===== src/rtl/vi_mem_pkg.sv =====
// Shared types and default widths for the main-memory arbiter.
package vi_mem_pkg;
    localparam int ADDR_W  = 20;
    localparam int LINE_W  = 128;
    localparam int TIMEOUT = 64;

    typedef enum logic [1:0] {
        IDLE = 2'd0,
        WAIT = 2'd1,
        RESP = 2'd2
    } arb_state_t;

    typedef enum logic {
        GRANT_IC = 1'b0,
        GRANT_DC = 1'b1
    } grant_t;
endpackage


===== src/rtl/mem_arb_grant.sv =====
// Grant select between icache and dcache; MEM_ARB_RR_EN enables round-robin
// with a last_grant register, otherwise dcache has fixed priority.
module mem_arb_grant
    import vi_mem_pkg::*;
(
    input  logic   clk_i,
    input  logic   rsn_i,
    input  logic   ic_rqst_i,
    input  logic   dc_rqst_i,
    input  logic   take_i,
    output grant_t grant_o
);

`ifdef MEM_ARB_RR_EN
    grant_t last_grant_r;

    // Remember who was granted last so a tie goes to the other side.
    always_ff @(posedge clk_i or negedge rsn_i) begin
        if (!rsn_i) begin
            last_grant_r <= GRANT_IC;
        end else if (take_i) begin
            last_grant_r <= grant_o;
        end else begin
            last_grant_r <= last_grant_r;
        end
    end

    // Tie resolved against last_grant, single requester wins outright.
    always_comb begin
        if (ic_rqst_i && dc_rqst_i) begin
            grant_o = (last_grant_r == GRANT_IC) ? GRANT_DC : GRANT_IC;
        end else if (dc_rqst_i) begin
            grant_o = GRANT_DC;
        end else begin
            grant_o = GRANT_IC;
        end
    end
`else
    logic unused_s;
    assign unused_s = ^{clk_i, rsn_i, ic_rqst_i, take_i};

    // Fixed priority: dcache wins any tie.
    always_comb begin
        if (dc_rqst_i) begin
            grant_o = GRANT_DC;
        end else begin
            grant_o = GRANT_IC;
        end
    end
`endif

endmodule


===== src/rtl/mem_arbiter.sv =====
// Shares one memory request/ack port between icache refills and dcache
// refill/write-back. Optional round-robin tie-break via MEM_ARB_RR_EN.
module mem_arbiter #(
    parameter int ADDR_W  = 20,
    parameter int LINE_W  = 128,
    parameter int TIMEOUT = 64
) (
    input  logic              clk_i,
    input  logic              rsn_i,
    input  logic              ic_rqst_i,
    input  logic [ADDR_W-1:0] ic_addr_i,
    output logic              ic_data_ready_o,
    output logic [LINE_W-1:0] ic_data_o,
    input  logic              dc_rqst_i,
    input  logic              dc_wr_i,
    input  logic [ADDR_W-1:0] dc_addr_i,
    input  logic [LINE_W-1:0] dc_wr_data_i,
    output logic              dc_data_ready_o,
    output logic [LINE_W-1:0] dc_data_o,
    output logic              mem_rqst_o,
    output logic              mem_wr_o,
    output logic [ADDR_W-1:0] mem_addr_o,
    output logic [LINE_W-1:0] mem_wr_data_o,
    input  logic              mem_ack_i,
    input  logic [LINE_W-1:0] mem_data_i,
    output logic              timeout_o
);
    import vi_mem_pkg::*;

    localparam int CNT_W = $clog2(TIMEOUT + 1);
    localparam logic [CNT_W-1:0] CNT_LAST = CNT_W'(TIMEOUT - 1);

    arb_state_t        state_r, state_next_s;
    grant_t            grant_s, grant_r;
    logic [CNT_W-1:0]  cnt_r;
    logic [ADDR_W-1:0] addr_r;
    logic              wr_r;
    logic [LINE_W-1:0] wr_data_r;
    logic              take_s;
    logic              mem_rqst_r, ic_ready_r, dc_ready_r, timeout_r;
    logic [LINE_W-1:0] ic_data_r, dc_data_r;
    logic              mem_rqst_next_s, ic_ready_next_s, dc_ready_next_s, timeout_next_s;
    logic [LINE_W-1:0] line_next_s, ic_data_next_s, dc_data_next_s;

    assign take_s = (state_r == IDLE) && (ic_rqst_i || dc_rqst_i);

    mem_arb_grant u_grant (
        .clk_i     (clk_i),
        .rsn_i     (rsn_i),
        .ic_rqst_i (ic_rqst_i),
        .dc_rqst_i (dc_rqst_i),
        .take_i    (take_s),
        .grant_o   (grant_s)
    );

    // State register.
    always_ff @(posedge clk_i or negedge rsn_i) begin
        if (!rsn_i) begin
            state_r <= IDLE;
        end else begin
            state_r <= state_next_s;
        end
    end

    // Next state: ack beats timeout in WAIT.
    always_comb begin
        state_next_s = state_r;
        case (state_r)
            IDLE:    state_next_s = (ic_rqst_i || dc_rqst_i) ? WAIT : IDLE;
            WAIT:    state_next_s = (mem_ack_i || (cnt_r == CNT_LAST)) ? RESP : WAIT;
            RESP:    state_next_s = IDLE;
            default: state_next_s = IDLE;
        endcase
    end

    // Next values of the registered outputs; RESP is entered only from WAIT.
    always_comb begin
        mem_rqst_next_s = (state_next_s == WAIT);
        if (mem_ack_i && !wr_r) begin
            line_next_s = mem_data_i;
        end else begin
            line_next_s = '0;
        end
        if ((state_r == WAIT) && (state_next_s == RESP)) begin
            ic_ready_next_s = (grant_r == GRANT_IC);
            dc_ready_next_s = (grant_r == GRANT_DC);
            timeout_next_s  = !mem_ack_i;
        end else begin
            ic_ready_next_s = 1'b0;
            dc_ready_next_s = 1'b0;
            timeout_next_s  = 1'b0;
        end
        ic_data_next_s = ic_ready_next_s ? line_next_s : '0;
        dc_data_next_s = dc_ready_next_s ? line_next_s : '0;
    end

    // Registered outputs toward requesters and memory.
    always_ff @(posedge clk_i or negedge rsn_i) begin
        if (!rsn_i) begin
            mem_rqst_r <= 1'b0;
            ic_ready_r <= 1'b0;
            dc_ready_r <= 1'b0;
            timeout_r  <= 1'b0;
            ic_data_r  <= '0;
            dc_data_r  <= '0;
        end else begin
            mem_rqst_r <= mem_rqst_next_s;
            ic_ready_r <= ic_ready_next_s;
            dc_ready_r <= dc_ready_next_s;
            timeout_r  <= timeout_next_s;
            ic_data_r  <= ic_data_next_s;
            dc_data_r  <= dc_data_next_s;
        end
    end

    // Request latch taken at grant, plus the WAIT cycle counter.
    always_ff @(posedge clk_i or negedge rsn_i) begin
        if (!rsn_i) begin
            grant_r   <= GRANT_IC;
            addr_r    <= '0;
            wr_r      <= 1'b0;
            wr_data_r <= '0;
            cnt_r     <= '0;
        end else begin
            if (take_s) begin
                grant_r <= grant_s;
                if (grant_s == GRANT_DC) begin
                    addr_r    <= dc_addr_i;
                    wr_r      <= dc_wr_i;
                    wr_data_r <= dc_wr_data_i;
                end else begin
                    addr_r    <= ic_addr_i;
                    wr_r      <= 1'b0;
                    wr_data_r <= '0;
                end
            end else begin
                grant_r   <= grant_r;
                addr_r    <= addr_r;
                wr_r      <= wr_r;
                wr_data_r <= wr_data_r;
            end
            if (state_r == WAIT) begin
                cnt_r <= cnt_r + CNT_W'(1);
            end else begin
                cnt_r <= '0;
            end
        end
    end

    assign mem_rqst_o      = mem_rqst_r;
    assign mem_wr_o        = wr_r;
    assign mem_addr_o      = addr_r;
    assign mem_wr_data_o   = wr_data_r;
    assign ic_data_ready_o = ic_ready_r;
    assign dc_data_ready_o = dc_ready_r;
    assign ic_data_o       = ic_data_r;
    assign dc_data_o       = dc_data_r;
    assign timeout_o       = timeout_r;

endmodule


===== config.mk =====
export PLATFORM = sky130hd
export DESIGN_NAME = mem_arbiter
export DESIGN_NICKNAME = d
export VERILOG_FILES = /design/src/rtl/vi_mem_pkg.sv /design/src/rtl/mem_arb_grant.sv /design/src/rtl/mem_arbiter.sv
export SDC_FILE = /design/constraint.sdc
export NUM_CORES = 1
export LEC_CHECK = 0
export BUFFER_PORTS_ARGS = -buffer_cell sky130_fd_sc_hd__buf_2
export CAP_MARGIN = 10
export CORE_AREA = 2 2 276 278
export CTS_CLUSTER_DIAMETER = 60
export DETAILED_ROUTE_END_ITERATION = 10
export DIE_AREA = 0 0 278 280
export PLACE_DENSITY = 0.44
export SLEW_MARGIN = 5
export SYNTH_ARGS = -nofsm -noshare
export SYNTH_HDL_FRONTEND = slang
export SYNTH_SLANG_ARGS = --single-unit

===== constraint.sdc =====
create_clock -name clk_i -period 1.8 [get_ports clk_i]
set_clock_uncertainty 0.05 [all_clocks]
set_input_delay 0.36 -clock clk_i [delete_from_list [all_inputs] [get_ports clk_i]]
set_output_delay 0.36 -clock clk_i [all_outputs]
set_load 0.1 [all_outputs]

==> summary by stage <==
Setup path
The setup path with the least slack is of type flip-flop to primary output. Counting buffers and inverters, the worst setup path is 2 cells deep. The startpoint of the worst register-to-register path is state_r[0]. The slowest stage of the critical path is the dfrtp_4 cell. In this run the register-to-register setup slack is 0.14 ns.

The endpoint class of the critical path is a primary output. The family with the most delay on the worst path is flip-flops. The worst setup path endpoint is mem_wr_o.

The critical path startpoint category is a flip-flop. The destination of the worst register-to-register timing path is mem_wr_data_o[63]. The endpoint arrival time on the critical path is 1.34 ns. Tracing the worst setup path back leads to its startpoint at mem_wr_o.

The signal on the critical path passes through buf_6, buf_12. The number of buffers and inverters on the critical path is 2. The data required time at the worst endpoint is 1.39 ns. The maximum fanout count along the critical path is 5.

The largest single stage delay on the critical path is 0.48 ns. The depth of the most critical reg-to-reg path is 5.

Placed design
Port buffering added 710 buffers. The post-place setup slack is 0.1388 ns. The estimated wirelength of the detail-placed design is 37,270 µm. The cell count after placement is 2,770. The weighted congestion reported at the end of routability-driven placement is 0.8371.

Clocking
The TritonCTS sink count is 419. After clock tree synthesis, the clock-pin slew on the worst setup and hold paths is 0.06 ns. The clock insertion delay at the later pin of the skew report is 0.56 ns. The number of buffers on the longest clock path is 3. The TritonCTS buffer count is 50.

The CTS tree is done. The clock tree root driver cell is clkbuf_16. The clock tree synthesis step divided the H-tree into 2 levels.

Final layout
Relative to the synthesized area, the layout overhead comes to 61.55%. The net count of the finished layout is 2,349. Once layout is complete, the cells apart from fillers number 3,062.

The share of final-layout standard cells stronger than drive strength 1 is 48.49%.

Min path
The worst hold path was traced through 3 stages. The class of the tightest hold or removal check is input pin to flip-flop.

Synth
Summed over its instances, the top area cell type makes up 68.59% of the synthesized netlist area. The number of nets handed over by synthesis was 1,389. In this run, synthesis produced a sequential element count of 419.

In the synthesized netlist, the cells that appear most often are dfrtp_1, nor2_1, a22o_1. In the synthesized netlist the dominant register cell turns out to be dfrtp_1. In the post-synthesis netlist, the biggest area contributors are dfrtp_1, a22o_1, nor2_4.

Of all flip-flops after synthesis, the portion carrying an async set or reset was 100.0%. In the synthesized netlist, the number of instances is 1,086. A synthesized cell averages 14.08 µm². The largest area contributor in the synthesized netlist is dfrtp_1. The synthesized netlist contains 32 unique library cells. The mapped cell area is 0.01529 mm². dfrtp_1 is the most common cell in the netlist. In this run, synthesis inferred 0 flip-flops with an integrated enable. The number of warnings issued by yosys is 0.

The part of the Yosys area used for sequential elements is 68.59%.

Detailed routing
The number of violations reported at the end of detailed-routing iteration 0 is 474. The number of detailed-route iterations in the first pass is 4. The number of vias per cell after detailed routing is 3.900. The count of vias placed by the detailed router is 11.94k.

Once detail routing completed, the nets flagged for antenna violations numbered 0. For this run, design rule violations remaining after detail routing come to 0. After detailed routing, the average wire length per cell comes to 16.75 µm.

The sum of routed wire length over all layers is 51,290 µm.

Global routing
The number of antenna violations at the first check in global routing was 7. The number of global-route vias before repair is 12.99k. Global routing consumed, over all layers together, 12.65% of the routing resources. The total overflow left after global routing is 0. The first global-routing pass estimated 76,710 µm of wire. The pin count of the biggest net entering global routing is 54.

Floorplan
The die is 278 µm wide. Pin placement for this block handled 711 I/O pins. The core region is 0.07519 mm². The count of standard-cell rows is 101. The effective utilization at floorplan is 20.33%.

The die covers 0.07784 mm². The height of the die is 280 µm.

Timing
The worst slew margin relative to its limit is 65.42%. Setup repair after global routing could not meet its margin everywhere. The setup slack after layout is 0.04761 ns.

In the finished design, the share of the clock period the worst path needs comes to 97.36%. The max-slew violation count is 0. Derived from the worst setup path, the maximum achievable clock frequency is 0.5706 GHz.

The count of final hold-check violations is 0. For the pin with the worst max-slew slack, the measured transition is 0.5223 ns. The clock period minus worst slack is 1.752 ns. In the final timing run, aggregate negative setup slack is 0 ns. The count of endpoints failing setup in the final report is 0.

Pwr
The static leakage is 0.01258 µW. VDD sags by at most 1.714 mV. The total power per unit cell area is 2015 mW/mm². The overall power of the completed layout is 49,760 µW.

Run
Across the run, the number of max-cap violations was 0.

Outcome
The run finished with clean final reports.
==> worst min-delay path: stages <==
cell and delay, ns:
buf_2 0.09, nand2b_1 0.12, nor2_4 0.05
==> final cells by class <==
type	count	area, µm²
diodes	1	2.502
fillers	7556	50490
clock buffers	75	1499
well taps	978	1224
inverters	1	3.754
repair buffers	984	6970
clock inverters	14	216.5
multi-input cells	590	4292
flip-flops and latches	419	10490
==> layout by cell type (no fill, tap or decap), types with 9 or more instances in the layout <==
cell           instances
a22o_1               129
clkbuf_8               9
dlygate4sd3_1        197
nor2_1               163
clkbuf_4              43
buf_4                231
nor2_4                90
buf_12                23
buf_2                486
clkbuf_1              13
nor2_2                10
nand2b_1             128
dfrtp_1              418
clkbuf_16             53
mux2_2                40
==> metal layers <==
layer  part of all wire (%)  GRT usage [%]  up-vias
met5                  0.062              0        -
met4                    3.1          4.435        6
met3                    7.2          3.797       97
met2                     51          22.50      502
met1                     38          14.35     5839
li1                       -              -     5499
==> timing repair <==
action | CTS | global route
setup buffers | 2 | 3
pin swaps | 0 | 0
hold endpoints to repair | 306 | 0
endpoints found under the setup margin | 179 | 44
gates resized for setup | 180 | 43
gates cloned | 0 | 0
hold buffers | 197 | 0
==> report_power, final <==
part           internal, µW  switching (µW)  total (µW)
combinational          5860           20800       26600
sequential            11600            1160       12700
clock                  6460            3940       10400
total                 23900           25900       49800
==> kinds of logic after synthesis <==
logic type / share of synthesized area, %
fa+ha+maj: 0.08183
xor+xnor: 0.1719
compound gates: 7.743
buf+inv: 3.487
flops: 68.59
simple gates: 16.98
mux: 2.946
==> state kept, by name, indices dropped and copies added, names as in the netlist <==
register and count:
ic_data_ready_o 1, grant_r 1, dc_data_ready_o 1, ic_data_o 128, dc_data_o 128, mem_rqst_o 1, state_r 2, mem_addr_o 20
timeout_o 1, mem_wr_data_o 128, mem_wr_o 1, cnt_r 7
==> worst min-delay path by stage <==
| stage | start | end |
|---|---|---|
| after global routing | mem_data_i[84] | ic_data_o[84] |
| after floorplan | rsn_i | cnt_r[0] |
| final | mem_data_i[97] | ic_data_o[97] |
| after global placement | rsn_i | mem_wr_data_o[73] |
| after detailed placement | rsn_i | mem_wr_data_o[73] |
| after CTS | mem_data_i[25] | ic_data_o[25] |
==> per-stage QoR <==
stage / utilization, % / area (µm²) / hold slack (ns)
2_1_floorplan: - / 15290 / 0.01441
3_3_place_gp: 27.14 / 20400 / 0.2704
3_5_place_dp: 27.14 / 20400 / 0.2749
4_1_cts: 32.67 / 24560 / 0.0003478
5_1_grt: 32.84 / 24700 / 0.01932
6_report: 32.84 / 24700 / 0.05230
(Power assumes the default switching activity.)
